File: config.mk
export PLATFORM = sky130hd
export DESIGN_NAME = fetch_queue_flat
export DESIGN_NICKNAME = d
export VERILOG_FILES = /design/src/rtl/fetch_queue_if.sv /design/src/rtl/fetch_queue.sv /design/src/flat_wrapper.sv
export SDC_FILE = /design/constraint.sdc
export NUM_CORES = 1
export LEC_CHECK = 0
export CORE_MARGIN = 5
export CORE_UTILIZATION = 63
export CTS_BUF_LIST = sky130_fd_sc_hd__clkbuf_2
export CTS_CLUSTER_DIAMETER = 150
export DETAILED_ROUTE_END_ITERATION = 7
export PLACE_DENSITY = 0.9
export SLEW_MARGIN = 20
export SYNTH_ARGS = -nofsm -noshare
export SYNTH_HDL_FRONTEND = slang
export SYNTH_SLANG_ARGS = --single-unit
File: constraint.sdc
create_clock -name clk -period 13.3 [get_ports clk]
set_clock_uncertainty 0.2 [all_clocks]
set_input_delay 3.99 -clock clk [delete_from_list [all_inputs] [get_ports clk]]
set_output_delay 3.99 -clock clk [all_outputs]
set_load 0.1 [all_outputs]
File: src/rtl/fetch_queue_if.sv
// rtl/fetch_queue_if.sv - fetch front-end bus: imem request/response, redirect, decode handoff
interface fetch_queue_if #(
  parameter int XLEN  = 32,
  parameter int ILEN  = 32,
  parameter int DEPTH = 4
);
  logic                         imem_req_valid;
  logic                         imem_req_ready;
  logic [XLEN-1:0]              imem_req_addr;
  logic                         imem_rsp_valid;
  logic [ILEN-1:0]              imem_rsp_data;
  logic                         redirect_valid;
  logic [XLEN-1:0]              redirect_target;
  logic                         dec_valid;
  logic                         dec_ready;
  logic [ILEN-1:0]              dec_instr;
  logic [XLEN-1:0]              dec_pc;
  logic [$clog2(DEPTH+1)-1:0]   occupancy;

  modport master (
    input  imem_req_valid, imem_req_addr, dec_valid, dec_instr, dec_pc, occupancy,
    output imem_req_ready, imem_rsp_valid, imem_rsp_data, redirect_valid, redirect_target,
           dec_ready
  );

  modport slave (
    output imem_req_valid, imem_req_addr, dec_valid, dec_instr, dec_pc, occupancy,
    input  imem_req_ready, imem_rsp_valid, imem_rsp_data, redirect_valid, redirect_target,
           dec_ready
  );
endinterface

File: src/rtl/fetch_queue.sv
// rtl/fetch_queue.sv - instruction fetch front end with credit-limited prefetch queue
module fetch_queue #(
  parameter int              XLEN     = 32,
  parameter int              ILEN     = 32,
  parameter int              DEPTH    = 4,
  parameter int              PC_STEP  = 1,
  parameter logic [XLEN-1:0] RESET_PC = '0
) (
  input  logic           clk,
  input  logic           reset,
  fetch_queue_if.slave   bus
);
  localparam int AW = $clog2(DEPTH);
  localparam int CW = $clog2(DEPTH+1);

  logic [XLEN-1:0] fetch_pc_q, fetch_pc_d;
  logic [AW-1:0]   rd_ptr_q, rd_ptr_d, wr_ptr_q, wr_ptr_d;
  logic [AW-1:0]   tag_rd_q, tag_rd_d, tag_wr_q, tag_wr_d;
  logic [CW-1:0]   count_q, count_d, outst_q, outst_d, discard_q, discard_d;

  logic [ILEN-1:0] instr_mem [DEPTH];
  logic [XLEN-1:0] pc_mem    [DEPTH];
  logic [XLEN-1:0] tag_mem   [DEPTH];

  logic [CW:0] committed;
  logic        req_valid, dec_valid;
  logic        req_fire, rsp_take, push, pop;

  // Credit covers both buffered words and words still in flight, so responses never stall.
  assign committed = {1'b0, count_q} + {1'b0, outst_q};
  assign req_valid = reset && !bus.redirect_valid && (committed < (CW+1)'(DEPTH));
  assign dec_valid = reset && !bus.redirect_valid && (count_q != '0);

  assign req_fire = req_valid && bus.imem_req_ready;
  assign rsp_take = reset && bus.imem_rsp_valid && (outst_q != '0);
  assign push     = rsp_take && !bus.redirect_valid && (discard_q == '0);
  assign pop      = dec_valid && bus.dec_ready;

  always_comb begin
    fetch_pc_d = fetch_pc_q;
    rd_ptr_d   = rd_ptr_q;
    wr_ptr_d   = wr_ptr_q;
    count_d    = count_q;
    discard_d  = discard_q;
    outst_d    = outst_q + CW'(req_fire) - CW'(rsp_take);
    tag_wr_d   = tag_wr_q + AW'(req_fire);
    tag_rd_d   = tag_rd_q + AW'(rsp_take);
    if (bus.redirect_valid) begin
      // Everything still in flight after this cycle belongs to the abandoned path.
      fetch_pc_d = bus.redirect_target;
      rd_ptr_d   = '0;
      wr_ptr_d   = '0;
      count_d    = '0;
      discard_d  = outst_q - CW'(rsp_take);
    end else begin
      if (req_fire) begin
        fetch_pc_d = fetch_pc_q + XLEN'(PC_STEP);
      end
      if (rsp_take && (discard_q != '0)) begin
        discard_d = discard_q - CW'(1);
      end
      rd_ptr_d = rd_ptr_q + AW'(pop);
      wr_ptr_d = wr_ptr_q + AW'(push);
      count_d  = count_q + CW'(push) - CW'(pop);
    end
  end

  always_ff @(posedge clk) begin
    if (!reset) begin
      fetch_pc_q <= RESET_PC;
      rd_ptr_q   <= '0;
      wr_ptr_q   <= '0;
      tag_rd_q   <= '0;
      tag_wr_q   <= '0;
      count_q    <= '0;
      outst_q    <= '0;
      discard_q  <= '0;
    end else begin
      fetch_pc_q <= fetch_pc_d;
      rd_ptr_q   <= rd_ptr_d;
      wr_ptr_q   <= wr_ptr_d;
      tag_rd_q   <= tag_rd_d;
      tag_wr_q   <= tag_wr_d;
      count_q    <= count_d;
      outst_q    <= outst_d;
      discard_q  <= discard_d;
    end
  end

  // Storage arrays carry no reset; validity is tracked entirely by the pointers and counts.
  always_ff @(posedge clk) begin
    if (push) begin
      instr_mem[wr_ptr_q] <= bus.imem_rsp_data;
      pc_mem[wr_ptr_q]    <= tag_mem[tag_rd_q];
    end
    if (req_fire) begin
      tag_mem[tag_wr_q] <= fetch_pc_q;
    end
  end

  assign bus.imem_req_valid = req_valid;
  assign bus.imem_req_addr  = fetch_pc_q;
  assign bus.dec_valid      = dec_valid;
  assign bus.dec_instr      = instr_mem[rd_ptr_q];
  assign bus.dec_pc         = pc_mem[rd_ptr_q];
  assign bus.occupancy      = count_q;
endmodule

File: src/flat_wrapper.sv
// flat-port wrapper written by rule: the top's interface ports become plain ports
module fetch_queue_flat 
#(
  parameter int              XLEN     = 32,
  parameter int              ILEN     = 32,
  parameter int              DEPTH    = 4,
  parameter int              PC_STEP  = 1,
  parameter logic [XLEN-1:0] RESET_PC = '0
)
  (clk, reset, bus_imem_req_valid, bus_imem_req_addr, bus_dec_valid, bus_dec_instr, bus_dec_pc, bus_occupancy, bus_imem_req_ready, bus_imem_rsp_valid, bus_imem_rsp_data, bus_redirect_valid, bus_redirect_target, bus_dec_ready);
  fetch_queue_if #(.XLEN(XLEN), .ILEN(ILEN), .DEPTH(DEPTH)) bus_i ();
  input  logic clk;
  input  logic reset;
  output wire logic [$bits(bus_i.imem_req_valid)-1:0] bus_imem_req_valid;
  output wire logic [$bits(bus_i.imem_req_addr)-1:0] bus_imem_req_addr;
  output wire logic [$bits(bus_i.dec_valid)-1:0] bus_dec_valid;
  output wire logic [$bits(bus_i.dec_instr)-1:0] bus_dec_instr;
  output wire logic [$bits(bus_i.dec_pc)-1:0] bus_dec_pc;
  output wire logic [$bits(bus_i.occupancy)-1:0] bus_occupancy;
  input wire logic [$bits(bus_i.imem_req_ready)-1:0] bus_imem_req_ready;
  input wire logic [$bits(bus_i.imem_rsp_valid)-1:0] bus_imem_rsp_valid;
  input wire logic [$bits(bus_i.imem_rsp_data)-1:0] bus_imem_rsp_data;
  input wire logic [$bits(bus_i.redirect_valid)-1:0] bus_redirect_valid;
  input wire logic [$bits(bus_i.redirect_target)-1:0] bus_redirect_target;
  input wire logic [$bits(bus_i.dec_ready)-1:0] bus_dec_ready;
  assign bus_imem_req_valid = bus_i.imem_req_valid;
  assign bus_imem_req_addr = bus_i.imem_req_addr;
  assign bus_dec_valid = bus_i.dec_valid;
  assign bus_dec_instr = bus_i.dec_instr;
  assign bus_dec_pc = bus_i.dec_pc;
  assign bus_occupancy = bus_i.occupancy;
  assign bus_i.imem_req_ready = bus_imem_req_ready;
  assign bus_i.imem_rsp_valid = bus_imem_rsp_valid;
  assign bus_i.imem_rsp_data = bus_imem_rsp_data;
  assign bus_i.redirect_valid = bus_redirect_valid;
  assign bus_i.redirect_target = bus_redirect_target;
  assign bus_i.dec_ready = bus_dec_ready;
  fetch_queue #(.XLEN(XLEN), .ILEN(ILEN), .DEPTH(DEPTH), .PC_STEP(PC_STEP), .RESET_PC(RESET_PC)) u_core (.clk(clk), .reset(reset), .bus(bus_i));
endmodule
==> impl_metrics.ini, run 1 <==
[clock_network]
cts_root_buf = clkbuf_2
htree_levels = 3
cts_sinks = 433
cts_resized = 0
cts_setup_buffers = 0
cts_tree = built
cts_buffers = 100
ctsHoldBuffers = 0
clock_latency_ps = 850
cts.reportedPaths.clkPinSlew_ps = 110
clockBufferDepth = 3

[place]
portBuffers = 170
pre_cts_ws_ps = 2670
gp_congestion = 0.907
dp_hpwl_um = 19200

[worst_setup_path]
critPathLaunchType = input pin
crit_required_ps = 9110
critPathMaxFanout = 39
critPathCaptureType = primary output
crit_arrival_ps = 6480
worstReg2RegStart = u_core.bus.occupancy[2]
r2r_cells = 5
rrSetupSlack_ps = 10030
r2r_end = u_core.tag_mem[3][26]
crit_type = input pin to primary output

[detailed_routing]
wl_per_cell_um = 21.3
firstDrtPassIters = 6
drt-total-wl_um = 32000
postRouteAntennaNets = 0
drt-initial-drc-count = 775
drc_errors = 0
num_vias = 8891
vias_per_cell = 5.93

[layout]
drive_above_1_share = 0.252
layout.nets = 1167
syn_to_final_growth_pct = 18.1

[run_status]
status = finished clean

[global_routing]
grt_pass1_wl_um = 49300
overflow = 0
antenna_found_initial = 1
grt_usage = 0.218
grt_max_degree = 66
first_global_vias = 9287

[die]
die_x_um = 172
fp-row-count = 59
start_util = 0.638
dieHeight_um = 172
core_mm2 = 0.0261
dieArea_mm2 = 0.0297
io_pins = 171

[sta]
fin_crit_ps = 10670
period_share = 0.802
worst_slew_pin_slew_ps = 1080
setup_violations = 0
maxSlewViolCount = 0
tns_ps = 0
hold_viol = 0
finalWorstSetupSlack_ps = 2630
max_freq_mhz = 93.7
max_slew_margin = 0.278
rsz0062_at_grt = no

[power_and_ir_drop]
power_density_mw_per_mm2 = 137
power.total_mw = 2.69
vdd.ir_drop.worst_v = 0.0000754
p_leak_nw = 6.48

[logic_synthesis]
yosysUniqueCellTypes = 51
synthCells = 833
synth_warnings = 0
synth_async_sr_flop_share = 0
synth_top_area_frac = 0.694
synth_edf_count = 384
yosysMostFrequentCell = edfxtp_1
synthTopCellsByArea = edfxtp_1 69%, mux4_2 13%, dfxtp_1 5.9%, ha_1 1.1%, xor2_1 1.1%
synth_area_leader_cell = edfxtp_1
synth_common_cells = 384 x edfxtp_1, 96 x mux4_2, 49 x dfxtp_1
synth_ff_type = edfxtp_1
ys_ff_latch = 433
synthesis.area_mm2 = 0.0166
syn_avg_cell_area_um2 = 20.0
ys_seq_area_frac = 0.753
syn-num-nets = 920

[job]
drv_cap = 0

[hold_path]
min_to = u_core.tag_mem[3][31]
min_path_type = register to register
hold_depth = 0
min-delay-start = u_core.bus.imem_req_addr[31]
==> power by group <==
group          switching (mW)  internal, mW  total (mW)
combinational           0.216         0.113       0.329
sequential             0.0373          1.53        1.57
clock                   0.491         0.303       0.795
==> cell type report <==
class,instances,area (um^2)
Clock buffer,149,746
Sequential cell,433,12500
Multi-Input combinational cell,349,3940
Fill cell,1487,6430
Antenna cell,1,2.50
Timing Repair Buffer,181,1780
Tap cell,335,419
Inverter,15,56.3
Clock inverter,37,165
==> through the flow <==
stage          hold slack, ps  cells   util  instance area [um^2]
2_1_floorplan             324    833      -                 16600
3_3_place_gp              341   1313  0.718                 18700
3_5_place_dp              365   1313  0.718                 18700
4_1_cts                   343   1499  0.753                 19600
5_1_grt                   342   1500  0.753                 19600
6_report                  367   1500  0.753                 19600
==> flip-flops by register name, summed over array words and instances, names as in the netlist, 3 cells and up <==
register	count
u_core.outst_q	3
u_core.pc_mem	128
u_core.bus.occupancy	3
u_core.tag_mem	128
u_core.bus.imem_req_addr	32
u_core.instr_mem	128
u_core.discard_q	3
==> metal layers <==
metal  share of wire  up-vias  track usage
met1            0.40     4413        0.295
met4           0.013        0       0.0666
met5               0        -            0
li1                -     3964            -
met2            0.50      473        0.358
met3           0.087       41       0.0530
==> cells in the final DEF (no fill, tap or decap), types with 3 or more instances in the layout <==
cell type / count
nand3_1: 23
xnor2_1: 9
a21oi_1: 21
clkbuf_2: 149
and3_1: 4
o211a_1: 5
ha_1: 15
inv_1: 14
buf_4: 11
and2_1: 14
dfxtp_1: 45
nand4_1: 17
nand2_1: 26
clkinvlp_4: 3
nor3_1: 10
nor2b_1: 4
o211ai_1: 4
o21ai_0: 22
xor2_1: 21
clkinv_1: 24
nor2_1: 13
mux4_2: 96
edfxtp_1: 384
clkinv_2: 8
clkdlybuf4s50_1: 170
o311ai_0: 3
==> critical path, cell delays in order <==
cell and delay, ps:
clkdlybuf4s50_1 450, buf_4 330, nand2b_1 300, nor3_1 250, clkdlybuf4s50_1 1160
==> logic make-up after synthesis <==
logic type      share of synthesized area
xor+xnor                           0.0158
flops                               0.753
buf+inv                            0.0127
fa+ha+maj                          0.0137
simple gates                       0.0498
mux                                 0.131
compound gates                     0.0247
==> worst max-delay path by stage <==
| stage | cells after the start | endpoint | startpoint | slack [ps] |
|---|---|---|---|---|
| after floorplan | 4 | bus_imem_req_valid | bus_redirect_valid | 2540 |
| after global placement | 5 | bus_imem_req_valid | reset | 2670 |
| after detailed placement | 5 | bus_imem_req_valid | reset | 2670 |
| after CTS | 5 | bus_imem_req_valid | reset | 2650 |
| after global routing | 5 | bus_imem_req_valid | reset | 2510 |
| final | 5 | bus_imem_req_valid | reset | 2630 |
Note: power is estimated with default switching activity, not from simulation.
==> run 2, diff against run 1 <==
- CORE_UTILIZATION: 63 -> 59
- PLACE_DENSITY: 0.9 -> 0.85
- clock period: 13.3 -> 11.18 ns (I/O delays scaled with it)
==> run 2 against run 1 <==
First-iteration DRC count fell by 31%. Die area grew 6.4%. Non-clock buffer count shrank 1. Final area grew 0.54%. Via count is 1.6% lower. Largest power group unchanged. Core utilization decreased by 4.3 points. Critical path depth is the same.
==> impl_metrics.ini, run 2 (synthesized netlist as in run 1, its figures left out) <==
[run_status]
status = finished clean

[detailed_routing]
firstDrtPassIters = 5
drt-total-wl_um = 31500
num_vias = 8748
postRouteAntennaNets = 0
wl_per_cell_um = 20.4
vias_per_cell = 5.67
drt-initial-drc-count = 532
drc_errors = 0

[global_routing]
grt_pass1_wl_um = 50400
use_met3 = 0.0545
overflow = 0
antenna_found_initial = 1
first_global_vias = 9392
grt_max_degree = 66
use_met2 = 0.324
grt_use_met1 = 0.289
grt_busiest_layer = met2
grt_usage = 0.207

[die]
die_x_um = 178
core_mm2 = 0.0278
fp-row-count = 61
io_pins = 171
dieArea_mm2 = 0.0316
dieHeight_um = 178
start_util = 0.598

[sta]
worst_slew_pin_slew_ps = 1060
maxSlewViolCount = 0
hold_viol = 0
setup_violations = 0
hold_ws_ps = 322
tns_ps = 0
period_share = 0.844
rsz0062_at_grt = no
finalWorstSetupSlack_ps = 1750
fin_crit_ps = 9430
max_slew_margin = 0.291
max_freq_mhz = 106

[clock_network]
cts_buffers = 100
clock_latency_ps = 900
ctsHoldBuffers = 0
cts_resized = 0
htree_levels = 3
clockBufferDepth = 3
cts_root_buf = clkbuf_2
cts_tree = built
cts.reportedPaths.clkPinSlew_ps = 110
cts_setup_buffers = 0
cts_sinks = 433

[layout]
syn_to_final_growth_pct = 18.7
final_cell_mix = 384 x edfxtp_1, 170 x clkdlybuf4s50_1, 158 x clkbuf_2, 96 x mux4_2, 45 x dfxtp_1
finalInstanceArea_mm2 = 0.0197
drive_above_1_share = 0.257
top_regs = u_core.instr_mem: 128 flops, u_core.pc_mem: 128 flops, u_core.tag_mem: 128 flops
layout.nets = 1166
final_common_cell = edfxtp_1

[power_and_ir_drop]
power_frac_clock = 0.308
intPower_mw = 2.38
power.total_mw = 3.26
p_leak_nw = 6.52
seqPwrFrac = 0.572
power_density_mw_per_mm2 = 165
comb_power_share = 0.120
vdd.ir_drop.worst_v = 0.0000831
p_sw_frac = 0.270
switchingPower_mw = 0.880

[job]
drv_cap = 0

[worst_setup_path]
crit_arrival_ps = 5880
crit_required_ps = 7630
cp_common_cell = clkdlybuf4s50_1
crit_chain = clkdlybuf4s50_1, buf_4, nand2b_1, nor3_1, clkdlybuf4s50_1
critPathLaunchType = input pin
crit_family = buffers and inverters
critPathCaptureType = primary output
worst-path-buf-inv = 3
critPathMaxFanout = 39
slowest_delay_ps = 1170
slowest_stage = clkdlybuf4s50_1
crit_type = input pin to primary output

[place]
pre_cts_ws_ps = 1760
dp_hpwl_um = 18600
gp_congestion = 0.888
post_dp_cell_area_mm2 = 0.0188
portBuffers = 170

[hold_path]
min_path_type = register to register
run 2: metal layers:
metal	up-vias	part of all wire
met5	-	0
met4	0	0.013
met3	40	0.076
met2	394	0.48
met1	4346	0.43
li1	3968	-
run 2: power groups by stage:
stage / Sequential (mW) / Combinational [mW] / Clock (mW)
finish: 1.86 / 0.392 / 1.00
global route: 1.87 / 0.417 / 1.14
global placement: 1.90 / 0.386 / 0
CTS: 1.86 / 0.395 / 1.04
floorplan: 1.94 / 0.238 / 0
detailed placement: 1.90 / 0.394 / 0
run 2: path summary, 6_finish.rpt:
kind / slack, ps / endpoint / depth (start not counted) / startpoint
max: 1750 / bus_imem_req_valid / 5 / reset
min: 320 / u_core.tag_mem[1][31] / 0 / u_core.bus.imem_req_addr[31]
max reg2reg: 7860 / u_core.tag_mem[3][14] / 5 / u_core.outst_q[2]
min reg2reg: 320 / u_core.tag_mem[1][31] / 0 / u_core.bus.imem_req_addr[31]
run 2: through the flow:
step / utilization / std cells
global route: 0.711 / 1544
finish: 0.711 / 1544
CTS: 0.710 / 1543
global placement: 0.675 / 1355
detailed placement: 0.675 / 1355
floorplan: - / 833
run 2: final cells by class:
class	count	area [um^2]
antenna	1	2.50
multi-input combinational	349	3940
clock inverter	30	180
timing repair buffer	180	1780
fill	1753	8040
tap	378	473
inverter	15	56.3
sequential	433	12500
clock buffer	158	791
==> run 3, diff against run 2 <==
- CORE_UTILIZATION: 59 -> 53
- PLACE_DENSITY: 0.85 -> 0.81
- clock period: 11.18 -> 8.6 ns (I/O delays scaled with it)
==> run 3 against run 2 <==
Final area rose by 0.23%. Core utilization is 6.7 points lower. Via count hardly changed. Global-route usage down 2.0 points. Wire length increased by 2.5%. Critical path depth did not move. Final cell count grew 0.84%. Sequential share of layout area decreased by 0.15 points. Die area up 11%. Register-to-register slack worse by 2500 ps.
==> impl_metrics.ini, run 3 (synthesized netlist as in run 1, its figures left out) <==
[run_status]
status = finished clean

[sta]
max_slew_margin = 0.276
worst_slew_pin_slew_ps = 1080
hold_viol = 0
fin_crit_ps = 7010
period_share = 0.815
maxSlewViolCount = 0
tns_ps = 0
max_freq_mhz = 143
setup_violations = 0
rsz0062_at_grt = no

[clock_network]
htree_levels = 3
cts_setup_buffers = 0
cts_tree = built
clockBufferDepth = 3
clock_latency_ps = 900
cts_resized = 0
cts.reportedPaths.clkPinSlew_ps = 100
ctsHoldBuffers = 0
cts_sinks = 433
cts_buffers = 103
cts_root_buf = clkbuf_2

[place]
portBuffers = 170
post_dp_cell_area_mm2 = 0.0188
dp_hpwl_um = 19400
placed_cells = 1374
gp_congestion = 0.854

[detailed_routing]
wl_per_cell_um = 20.7
drt-initial-drc-count = 556
drt-total-wl_um = 32300
num_vias = 8747
drc_errors = 0
vias_per_cell = 5.62
firstDrtPassIters = 5
postRouteAntennaNets = 0

[global_routing]
use_met2 = 0.299
grt_usage = 0.186
grt_pass1_wl_um = 51700
first_global_vias = 9440
antenna_found_initial = 1
use_met3 = 0.0461
overflow = 0
grt_busiest_layer = met2
grt_max_degree = 66
grt_use_met1 = 0.256

[hold_path]
hold_depth = 0
min_path_type = register to register
min_to = u_core.tag_mem[2][29]
min-delay-start = u_core.bus.imem_req_addr[29]

[worst_setup_path]
crit_required_ps = 5820
critPathCaptureType = primary output
crit_arrival_ps = 4230
critPathMaxFanout = 39
worstReg2RegStart = u_core.outst_q[1]
crit_type = input pin to primary output
r2r_cells = 4
critPathLaunchType = input pin
r2r_end = u_core.pc_mem[2][15]
rrSetupSlack_ps = 5330

[die]
dieArea_mm2 = 0.0350
io_pins = 171
fp-row-count = 64
dieHeight_um = 187
start_util = 0.541
core_mm2 = 0.0307
die_x_um = 187

[layout]
multiInputGateArea_mm2 = 0.00394
fill_cells = 2175
drive_above_1_share = 0.254
stdcell_count = 1557
final_cell_mix = 384 x edfxtp_1, 168 x clkdlybuf4s50_1, 153 x clkbuf_2, 96 x mux4_2, 45 x dfxtp_1
finish.utilization = 0.643
final_common_cell = edfxtp_1
syn_to_final_growth_pct = 19.0
top_regs = u_core.instr_mem: 128 flops, u_core.pc_mem: 128 flops, u_core.tag_mem: 128 flops
finalInstanceArea_mm2 = 0.0198
regArea_mm2 = 0.0125
layout.nets = 1170

[power_and_ir_drop]
p_leak_nw = 6.52
power_density_mw_per_mm2 = 216
power.total_mw = 4.28
vdd.ir_drop.worst_v = 0.000124

[job]
drv_cap = 0
## run 3: changes by cell type in the layout (fill, tap and decap cells not counted)
cell,before,now
clkinv_4,2,1
nor3b_2,2,1
clkbuf_2,158,153
nor3b_4,0,1
buf_4,10,13
bufinv_16,2,4
clkinv_1,20,21
inv_2,4,2
clkinv_2,4,3
clkdlybuf4s50_1,170,168
and3b_2,0,1
and3b_4,1,0
## run 3: area by class of cell
class	instances	share of cell area
Timing Repair Buffer	181	0.0899
Clock inverter	29	0.0113
Tap cell	396	0.0250
Clock buffer	153	0.0387
Multi-Input combinational cell	349	0.199
Antenna cell	1	0.000126
Sequential cell	433	0.633
Inverter	15	0.00285
## run 3: stage by stage
| step | hold WS (ps) | setup slack [ps] |
|---|---|---|
| CTS | 361 | 1590 |
| floorplan | 324 | 660 |
| detailed placement | 343 | 1610 |
| global route | 379 | 1450 |
| finish | 358 | 1590 |
| global placement | 346 | 1600 |
## run 3: worst max-delay path by stage
stage	startpoint	cells past startpoint	slack (ps)	end
floorplan	bus_redirect_valid	4	660	bus_imem_req_valid
global placement	reset	5	1600	bus_imem_req_valid
detailed placement	reset	5	1610	bus_imem_req_valid
CTS	reset	5	1590	bus_imem_req_valid
global route	u_core.rd_ptr_q[0]	3	1450	bus_dec_pc[21]
finish	reset	5	1590	bus_imem_req_valid
## run 3: critical path, stage by stage
cell             delay [ps]
clkdlybuf4s50_1         450
buf_4                   330
nand2b_1                290
nor3_1                  250
buf_4                   320
## run 3: where the power goes
part	internal, mW	switching (mW)	leakage, nW	total, mW
clock	0.592	0.753	0.741	1.34
sequential	2.37	0.0550	3.89	2.42
combinational	0.175	0.335	1.89	0.510
## run 3: layer usage
metal | vias to the layer above | wire length (um)
met5 | - | 0
met4 | 0 | 517
met3 | 46 | 2180
met2 | 338 | 15600
met1 | 4390 | 13900
li1 | 3973 | -
